===== config.mk =====
export PLATFORM = sky130hd
export DESIGN_NAME = stream_mux_rr
export DESIGN_NICKNAME = d
export VERILOG_FILES = /design/src/rtl/stream_mux_rr.sv
export SDC_FILE = /design/constraint.sdc
export NUM_CORES = 1
export LEC_CHECK = 0
export CAP_MARGIN = 20
export CORE_MARGIN = 2
export CORE_UTILIZATION = 35
export CTS_CLUSTER_DIAMETER = 60
export DETAILED_ROUTE_END_ITERATION = 8
export GPL_TIMING_DRIVEN = 0
export PLACE_DENSITY = 0.76
export SYNTH_ARGS = -nofsm -noshare
export SYNTH_HDL_FRONTEND = slang
export SYNTH_SLANG_ARGS = --single-unit

===== constraint.sdc =====
create_clock -name clk -period 5.51 [get_ports clk]
set_input_delay 1.102 -clock clk [delete_from_list [all_inputs] [get_ports clk]]
set_output_delay 1.102 -clock clk [all_outputs]
set_load 0.01 [all_outputs]

===== src/rtl/stream_mux_rr.sv =====
// stream_mux_rr: registered N:1 stream mux with fixed-select or round-robin grant
module stream_mux_rr #(
    parameter int N_CH  = 8,
    parameter int WIDTH = 8,
    localparam int SEL_W = $clog2(N_CH)
) (
    input  logic                  clk,
    input  logic                  rst,
    input  logic                  enable,
    input  logic                  mode,
    input  logic [SEL_W-1:0]      select,
    input  logic [N_CH*WIDTH-1:0] in_data,
    input  logic [N_CH-1:0]       in_valid,
    output logic [N_CH-1:0]       in_ready,
    output logic [WIDTH-1:0]      out_data,
    output logic                  out_valid,
    input  logic                  out_ready,
    output logic [SEL_W-1:0]      out_ch
);
    localparam int P = 1 << SEL_W;
    logic [SEL_W-1:0] rr_ptr, gnt;
    logic             gnt_v, can_load, xfer;
    logic [P-1:0]     vpad;
    assign vpad     = P'(in_valid);
    assign can_load = ~out_valid | out_ready;
    assign in_ready = (enable & can_load & gnt_v) ? N_CH'(1) << gnt : '0;
    assign xfer     = |(in_valid & in_ready);
    // grant: fixed select, or first valid channel at or after rr_ptr (descending scan so the nearest wins)
    always_comb begin
        gnt_v = 1'b0;
        gnt   = '0;
        if (mode) begin
            for (int k = N_CH - 1; k >= 0; k--) begin
                if (vpad[SEL_W'((int'(rr_ptr) + k) % N_CH)]) begin
                    gnt_v = 1'b1;
                    gnt   = SEL_W'((int'(rr_ptr) + k) % N_CH);
                end
            end
        end else if (int'(select) < N_CH && vpad[select]) begin
            gnt_v = 1'b1;
            gnt   = select;
        end
    end
    // one-beat output register and round-robin pointer
    always_ff @(posedge clk or posedge rst) begin
        if (rst) begin
            out_valid <= 1'b0;
            out_data  <= '0;
            out_ch    <= '0;
            rr_ptr    <= '0;
        end else if (xfer) begin
            out_valid <= 1'b1;
            out_data  <= in_data[gnt*WIDTH +: WIDTH];
            out_ch    <= gnt;
            if (mode) rr_ptr <= (gnt == SEL_W'(N_CH - 1)) ? '0 : gnt + 1'b1;
        end else if (out_ready) begin
            out_valid <= 1'b0;
        end
    end
endmodule


Word-level counts from Yosys, hierarchy flattened
Cells that the tools add are included.
{"block": "classes", "reduce_logical": 3, "muxes": 50, "add_sub_neg": 8, "eq_ne": 1, "shift": 2, "bitwise": 5, "order_cmp": 9}
{"operator": "indexed part select 64 x 7 -> 8 bit", "count": 1}
{"operator": "< comparator 3 x 5 -> 1 bit (second input constant)", "count": 8}
{"operator": "2-to-1 mux 3 bit", "count": 11}
{"operator": "2-to-1 mux 1 bit", "count": 29}
{"operator": "binary-select mux 1 bit (select 3 bit)", "count": 9}
{"operator": "adder 3 bit (second input constant)", "count": 4}
{"operator": "AND 8 bit", "count": 1}
{"operator": "2-to-1 mux 8 bit", "count": 1}
{"operator": "OR reduction 8 bit", "count": 1}
{"operator": "<< shifter 1 x 3 -> 8 bit (first input constant)", "count": 1}
{"operator": "adder 3 x 1 -> 3 bit (second input constant)", "count": 2}
{"operator": "adder 3 x 2 -> 3 bit (second input constant)", "count": 2}
{"operator": "< comparator 3 x 4 -> 1 bit (second input constant)", "count": 1}
{"operator": "equality test 3 bit (second input constant)", "count": 1}
{"operator": "AND 1 bit", "count": 2}
{"operator": "AND reduction 2 bit", "count": 1}
{"operator": "nonzero test 2 bit", "count": 1}
{"operator": "inverter 1 bit", "count": 1}
{"operator": "bitwise OR 1 bit", "count": 1}
{"block": "totals", "ff_bits": 15, "inputBits": 80}

Longest topological paths before layout
Gate-level depths: netlist of run 1.
{"block": "logic_depth", "ltp_word": 18, "ltp_mapped": 14, "depth_no_buf": 10}

Worst setup path before layout of run 1
Ideal clock, no wire load.
{"block": "synth_path", "path_kind": "register to output", "start": "reg rr_ptr[1]", "end": "out in_ready[2]", "t_arrival_ps": 3455, "path_stages_with_launch": 15, "setup_slack_ps": 953, "cell_sequence": "dfrtp_1 -> clkbuf_1 -> inv_1 -> ha_1 -> clkbuf_1 -> mux4_2 -> mux2_2 -> a211o_1 -> a21oi_1 -> o221ai_2 -> buf_6 -> buf_6 -> inv_1 -> nand2_1 -> nor2_1"}
{"block": "synth_via", "elab_chain_cells": 15, "elab_cells_between_ends": 52, "cone_classes": "add/sub: 7; shift: 1; mux: 43; bitwise: 1"}
{"element": "from (decl)", "line": "21", "source": "logic [SEL_W-1:0] rr_ptr, gnt;"}
{"element": "from (signal assigned)", "line": "55", "source": "if (mode) rr_ptr <= (gnt == SEL_W'(N_CH - 1)) ? '0 : gnt + 1'b1;"}
{"element": "adder 3 bit", "line": "34, 36"}
{"element": "binary-select mux 1 bit (select 3 bit)", "line": "34", "source": "if (vpad[SEL_W'((int'(rr_ptr) + k) % N_CH)]) begin"}
{"element": "2-to-1 mux 1 bit (not written as such) (2 in series)", "line": "34"}
{"element": "2-to-1 mux 3 bit / 2-to-1 mux 1 bit (equally long branches) (8 in series)", "line": "34"}
{"element": "2-to-1 mux 3 bit / 2-to-1 mux 1 bit (equally long branches)", "line": "32", "source": "if (mode) begin"}
{"element": "<< shifter 1 x 3 -> 8 bit / AND 1 bit (equally long branches)", "line": "26", "source": "assign in_ready = (enable & can_load & gnt_v) ? N_CH'(1) << gnt : '0;"}
{"element": "2-to-1 mux 8 bit *", "line": "26"}
{"element": "to (decl)", "line": "14", "source": "output logic [N_CH-1:0] in_ready,"}
Mark *: on every way between the ends. The rest lies on a longest branch, timed or not. The select of a mux whose other input is x is not followed.

Worst setup path after layout of run 1
{"block": "layout_path", "start": "in in_valid[0]", "end": "out in_ready[6]"}
{"block": "layout_via", "elab_chain_cells": 14, "elab_cells_between_ends": 49, "cone_classes": "shift: 1; mux: 47; bitwise: 1"}
{"element": "from (decl)", "line": "13", "source": "input logic [N_CH-1:0] in_valid,"}
{"element": "binary-select mux 1 bit (select 3 bit)", "line": "34"}
{"element": "2-to-1 mux 1 bit (not written as such) (2 in series)", "line": "34"}
{"element": "2-to-1 mux 3 bit / 2-to-1 mux 1 bit (equally long branches) (8 in series)", "line": "34"}
{"element": "2-to-1 mux 3 bit / 2-to-1 mux 1 bit (equally long branches)", "line": "32"}
{"element": "<< shifter 1 x 3 -> 8 bit / AND 1 bit (equally long branches)", "line": "26"}
{"element": "2-to-1 mux 8 bit *", "line": "26"}
Marked as above.

==> impl_metrics.toml, run 1 <==
[global_route]
met1_usage = 0.274
grt_pass1_vias = 2135
grt_max_degree = 16
grt_pass1_wl_microns = 10300
met2_usage = 0.328
antenna_found_initial = 0
grt.overflow.total = 0
grt_use_met3 = 0.0319
grtUsageTotal = 0.197
top_usage_layer = "met2"

[route]
vias_per_cell = 5.60
drcViolationCount = 0
firstDrtPassIters = 4
finalWirelength_microns = 6650
dr_total_vias = 2229
ant_nets = 0
wl_per_cell_microns = 16.7
first_iter_violations = 165

[floorplanning]
rows = 28
core_area_sq_um = 5890
die_y_microns = 81.8
ios = 100
start_util = 0.359
die_w_microns = 81.8
dieArea_sq_um = 6680

[clock_network]
hold_buffers = 0
root_buffer = "clkbuf_8"
clkLatencyLatePin_ns = 0.26
cts_tree = "done"
clock-sinks = 15
clock_path_buffers = 2
h-tree-depth = 1
cts_buffers = 3
path_clk_slew_ns = 0.06

[cells_and_area]
fin_cells = 398
postLayoutCoreUtil = 0.556
drive_above_1_share = 0.170
design_area_sq_um = 3270
area_growth_pct = 54.6
diodes = 0
fin_nets = 406

[pwr]
leakage_nw = 1.34
p_per_area_nw_per_um2 = 549
ir_drop_mv = 0.218

[setup_path]
rr_startpoint = "rr_ptr[1]"
cp_max_fo = 10
cp.arrival_ns = 4.17
rr_worst_depth = 12
startpoint_type = "input pin"
critPathRequiredTime_ns = 4.41
ff2ff_setup_slack_ns = 1.62
crit_type = "in2out"
r2r_end = "rr_ptr[2]"
worst_setup_path_end_kind = "primary output"

[synthesis]
yosysWarnings = 0
syn_area_per_cell_sq_um = 9.66
synth_fp_nets = 301
ys_seq_elements = 15
ys.flop_type = "dfrtp_1"
syn_inst = 219
yosysUniqueCellTypes = 52
yosysSeqAreaShare = 0.177
synth_edf_count = 0
syn_area_sq_um = 2120
async_flop_share = 1.00

[min_path]
hold_path_class = "reg2reg"
whs_endpoint = "out_ch[2]"
hp-start = "out_ch[2]"
min_delay_path_depth = 1

[sta]
fin_crit_sh = 0.956
tightest_slew_ns = 0.627
fmax_ghz = 0.190
relSlewSlack = 0.581
tns_ns = 0
hold_violations = 0
finClkSkew_ns = 0.00300
finalMaxSlewViolations = 0
setup-violations-final = 0
fin_crit_ns = 5.27
rsz0062_at_grt = "no"
setup_ws_ns = 0.243

[placed_design]
place_area_sq_um = 3190
place_inst = 392
dpl_worst_slack_ns = -0.187
port_buffers = 98
gp_congestion = 0.904
dp_hpwl_microns = 5250

[run]
max-cap-violations = 0

[run_status]
status = "complete, no violations"
cell type report:
| cell class | instances | area (sq um) |
|---|---|---|
| inverter | 9 | 33.8 |
| buffer | 13 | 92.6 |
| sequential | 15 | 375 |
| multi-input combinational | 181 | 1620 |
| fill | 533 | 2610 |
| timing repair buffer | 101 | 1010 |
| tap | 75 | 93.8 |
| clock buffer | 4 | 45.0 |
logic make-up (layout without fill, tap and decap cells):
| kind of cell | Yosys count | count (layout) | synth area share |
|---|---|---|---|
| muxes | 62 | 62 | 0.402 |
| AOI/OAI and AO/OA | 59 | 59 | 0.205 |
| and+or+nand+nor | 54 | 54 | 0.127 |
| buffers and inverters | 23 | 127 | 0.0609 |
| DFF | 15 | 15 | 0.177 |
| xor gates and xnor gates | 4 | 4 | 0.0166 |
| adders and majority gates | 2 | 2 | 0.0118 |
synth_stat cells, drive strengths merged (6+ instances only):
cell	n	area share
dfrtp	15	0.18
nand3	10	0.024
nor3	6	0.017
a21oi	8	0.019
buf	7	0.033
nand2	15	0.028
nor2	11	0.020
clkbuf	7	0.012
a22oi	10	0.035
a2bb2oi	7	0.029
mux2	34	0.20
mux4	11	0.12
o21ai	6	0.014
mux2i	17	0.080
inv	9	0.016
stage by stage:
stage	total power [mW]	hold slack, ns
after floorplan	1.27	0.531
after global placement	1.63	0.478
after detailed placement	1.65	0.491
after CTS	1.76	0.506
after global routing	1.93	0.544
final	1.80	0.499
layer usage:
layer,share of wire,wire [microns]
met1,0.45,2970
met2,0.49,3270
met3,0.060,398
met4,0.0026,17
met5,0,0
sequential cells by signal, indices dropped and copies added, names as in the netlist:
signal     flops
out_valid      1
rr_ptr         3
out_ch         3
out_data       8
report_power, final:
part	switching, mW	total [mW]	internal (mW)	leakage, nW
registers	0.0276	0.190	0.162	0.182
clock network	0.0426	0.0940	0.0514	0.0228
logic	0.741	1.51	0.772	1.13
total	0.812	1.80	0.985	1.34
critical path: stages:
cell	delay (ns)
dlygate4sd2_1	0.31
mux4_2	0.52
mux2_4	0.31
or4_1	0.47
o31ai_1	0.12
o221ai_2	0.18
buf_6	0.18
buf_6	0.15
inv_1	0.10
nand2_1	0.08
nor2_1	0.09
clkdlybuf4s50_1	0.54
worst max-delay path by stage:
| stage | cells after the start | slack, ns | from | to |
|---|---|---|---|---|
| CTS | 12 | 0.006 | in_valid[3] | in_ready[6] |
| global route | 13 | 0.03 | rr_ptr[1] | in_ready[1] |
| global placement | 12 | -0.12 | in_valid[1] | in_ready[2] |
| detailed placement | 12 | -0.19 | in_valid[0] | in_ready[2] |
| finish | 12 | 0.24 | in_valid[0] | in_ready[6] |
| floorplan | 14 | 0.95 | rr_ptr[1] | in_ready[2] |
what timing repair did:
| item | 4_1_cts | 5_1_grt |
|---|---|---|
| hold endpoints to repair | 0 | 0 |
| gates cloned | 0 | 0 |
| resized for setup | 6 | 10 |
| pin swaps | 1 | 1 |
| setup buffers | 2 | 1 |
| setup endpoints to repair | 8 | 6 |
placed cells by master, fill, tap and decap left out, types with 9 or more instances in the layout:
master,n
a22oi_1,10
mux2_4,9
mux4_2,9
nand3_1,10
nand2_1,14
mux2_2,19
inv_1,9
dfrtp_1,15
mux2i_1,16
nor2_1,11
clkdlybuf4s50_1,89
(Power assumes the default switching activity.)
==> inputs of run 2 (changes only) <==
--- a/config.mk
+++ b/config.mk
@@ -8,10 +8,11 @@
 export CAP_MARGIN = 20
 export CORE_MARGIN = 2
 export CORE_UTILIZATION = 35
+export CTS_BUF_LIST = sky130_fd_sc_hd__clkbuf_2
 export CTS_CLUSTER_DIAMETER = 60
 export DETAILED_ROUTE_END_ITERATION = 8
 export GPL_TIMING_DRIVEN = 0
-export PLACE_DENSITY = 0.76
+export PLACE_DENSITY = 0.79
 export SYNTH_ARGS = -nofsm -noshare
 export SYNTH_HDL_FRONTEND = slang
 export SYNTH_SLANG_ARGS = --single-unit
==> run 2 against run 1 <==
  * Via count up 5.2%
  * Flip-flop and latch count unchanged
  * Critical path depth unchanged
  * Register-to-register slack better by 0.09 ns
  * Critical endpoint is now in_ready[7]
  * Largest power group unchanged
==> impl_metrics.toml, run 2 (synthesis gave the netlist of run 1 again) <==
[cells_and_area]
diodes = 0
fin_nets = 411
mostFrequentLayoutCell = "clkdlybuf4s50_1"
design_area_sq_um = 3290
n_fill_cell = 536
area_growth_pct = 55.4
fin_cells = 403
drive_above_1_share = 0.198
largest_register_ffs = 8
postLayoutCoreUtil = 0.558
largest_register = "out_data"
largest_registers = "out_data x8, out_ch x3, rr_ptr x3"
final_cell_mix = "92 x clkdlybuf4s50_1, 19 x mux2_2, 16 x mux2i_1"

[route]
drcViolationCount = 0
firstDrtPassIters = 5
finalWirelength_microns = 6980
first_iter_violations = 201
dr_total_vias = 2345
wl_per_cell_microns = 17.3
ant_nets = 0
vias_per_cell = 5.82

[min_path]
hp-start = "out_ch[2]"
min_delay_path_depth = 1
hold_path_class = "reg2reg"
whs_endpoint = "out_ch[2]"

[setup_path]
crit_type = "in2out"
ff2ff_setup_slack_ns = 1.71
rr_worst_depth = 13
cp_max_fo = 10
cp.arrival_ns = 4.33
worst_setup_path_end_kind = "primary output"
startpoint_type = "input pin"
critPathRequiredTime_ns = 4.41
r2r_end = "out_data[2]"
rr_startpoint = "rr_ptr[0]"

[sta]
fmax_ghz = 0.184
relSlewSlack = 0.579
finalMaxSlewViolations = 0
setup-violations-final = 0
finClkSkew_ns = 0.0275
fin_crit_ns = 5.44
hold_violations = 0
tightest_slew_ns = 0.628
fin_crit_sh = 0.987

[global_route]
grt_pass1_vias = 2177
grtUsageTotal = 0.205
grt_max_degree = 16
grt.overflow.total = 0
antenna_found_initial = 0
grt_pass1_wl_microns = 10600

[floorplanning]
core_area_sq_um = 5890
ios = 100
rows = 28
start_util = 0.359
dieArea_sq_um = 6680
die_w_microns = 81.8
die_y_microns = 81.8

[placed_design]
dp_hpwl_microns = 5320
gp_congestion = 0.908
place_inst = 392
port_buffers = 98
place_area_sq_um = 3190

[clock_network]
hold_buffers = 0
path_clk_slew_ns = 0.17
h-tree-depth = 1
cts_buffers = 3
root_buffer = "clkbuf_2"
clock_path_buffers = 2
cts_tree = "done"
clkLatencyLatePin_ns = 0.32
clock-sinks = 15

[pwr]
ir_drop_mv = 0.231
leakage_nw = 1.35
p_per_area_nw_per_um2 = 558

[run]
max-cap-violations = 0

[run_status]
status = "complete, no violations"
[run 2: changes by cell type in the layout (fill, tap and decap cells not counted), sizes merged]
| cell | previous run | this run |
|---|---|---|
| dlymetal6s2s | 5 | 2 |
| clkdlybuf4s50 | 89 | 92 |
| buf | 11 | 16 |
[run 2: worst max-delay path by stage]
stage                      from          end  slack, ns  cells past startpoint
CTS                 in_valid[3]  in_ready[1]       0.03                     12
global route        in_valid[3]  in_ready[4]     -0.002                     11
finish              in_valid[2]  in_ready[7]       0.07                     12
floorplan             rr_ptr[1]  in_ready[2]       0.95                     14
detailed placement  in_valid[1]  in_ready[2]      -0.20                     12
global placement    in_valid[1]  in_ready[2]      -0.14                     12
[run 2: metal layers]
metal	up-vias	share of wire	track usage
li1	1073	-	-
met1	1123	0.38	0.263
met2	136	0.51	0.361
met3	13	0.094	0.0418
met4	0	0.017	0.0350
met5	-	0	0
[run 2: repair_timing]
item                                    in CTS  in global routing
endpoints found under the setup margin       8                  5
resized for setup                            7                  9
pin swaps                                    1                  0
buffers inserted                             3                  6
[run 2: final cells by class]
cell class | count | area [sq um] | share of cell area
tap | 75 | 93.8 | 0.0285
sequential | 15 | 377 | 0.115
clock buffer | 4 | 20.0 | 0.00609
buffer | 12 | 87.6 | 0.0266
inverter | 9 | 33.8 | 0.0103
multi-input combinational | 181 | 1630 | 0.495
timing repair buffer | 107 | 1050 | 0.319
[run 2: stage by stage]
stage | hold slack, ns | worst slack [ns] | total power, mW | TNS (ns)
final | 0.521 | 0.0738 | 1.83 | 0
after CTS | 0.522 | 0.0331 | 1.73 | 0
after global routing | 0.561 | -0.00239 | 1.96 | -0.00517
after floorplan | 0.531 | 0.953 | 1.27 | 0
after detailed placement | 0.487 | -0.202 | 1.65 | -0.717
after global placement | 0.492 | -0.135 | 1.62 | -0.330
[run 2: power breakdown]
| part | internal (mW) | leakage, nW | switching [mW] |
|---|---|---|---|
| logic | 0.804 | 1.15 | 0.779 |
| clock network | 0.0192 | 0.0166 | 0.0387 |
| registers | 0.162 | 0.181 | 0.0318 |
| total | 0.985 | 1.35 | 0.850 |
[run 2: critical path, cell delays in order]
cell             delay, ns
clkdlybuf4s50_1       0.50
mux4_2                0.55
buf_4                 0.17
buf_4                 0.15
mux2i_2               0.27
o211ai_1              0.15
a31oi_1               0.17
o22a_1                0.23
buf_2                 0.24
nand2_2               0.11
nor2_1                0.10
clkdlybuf4s50_1       0.58
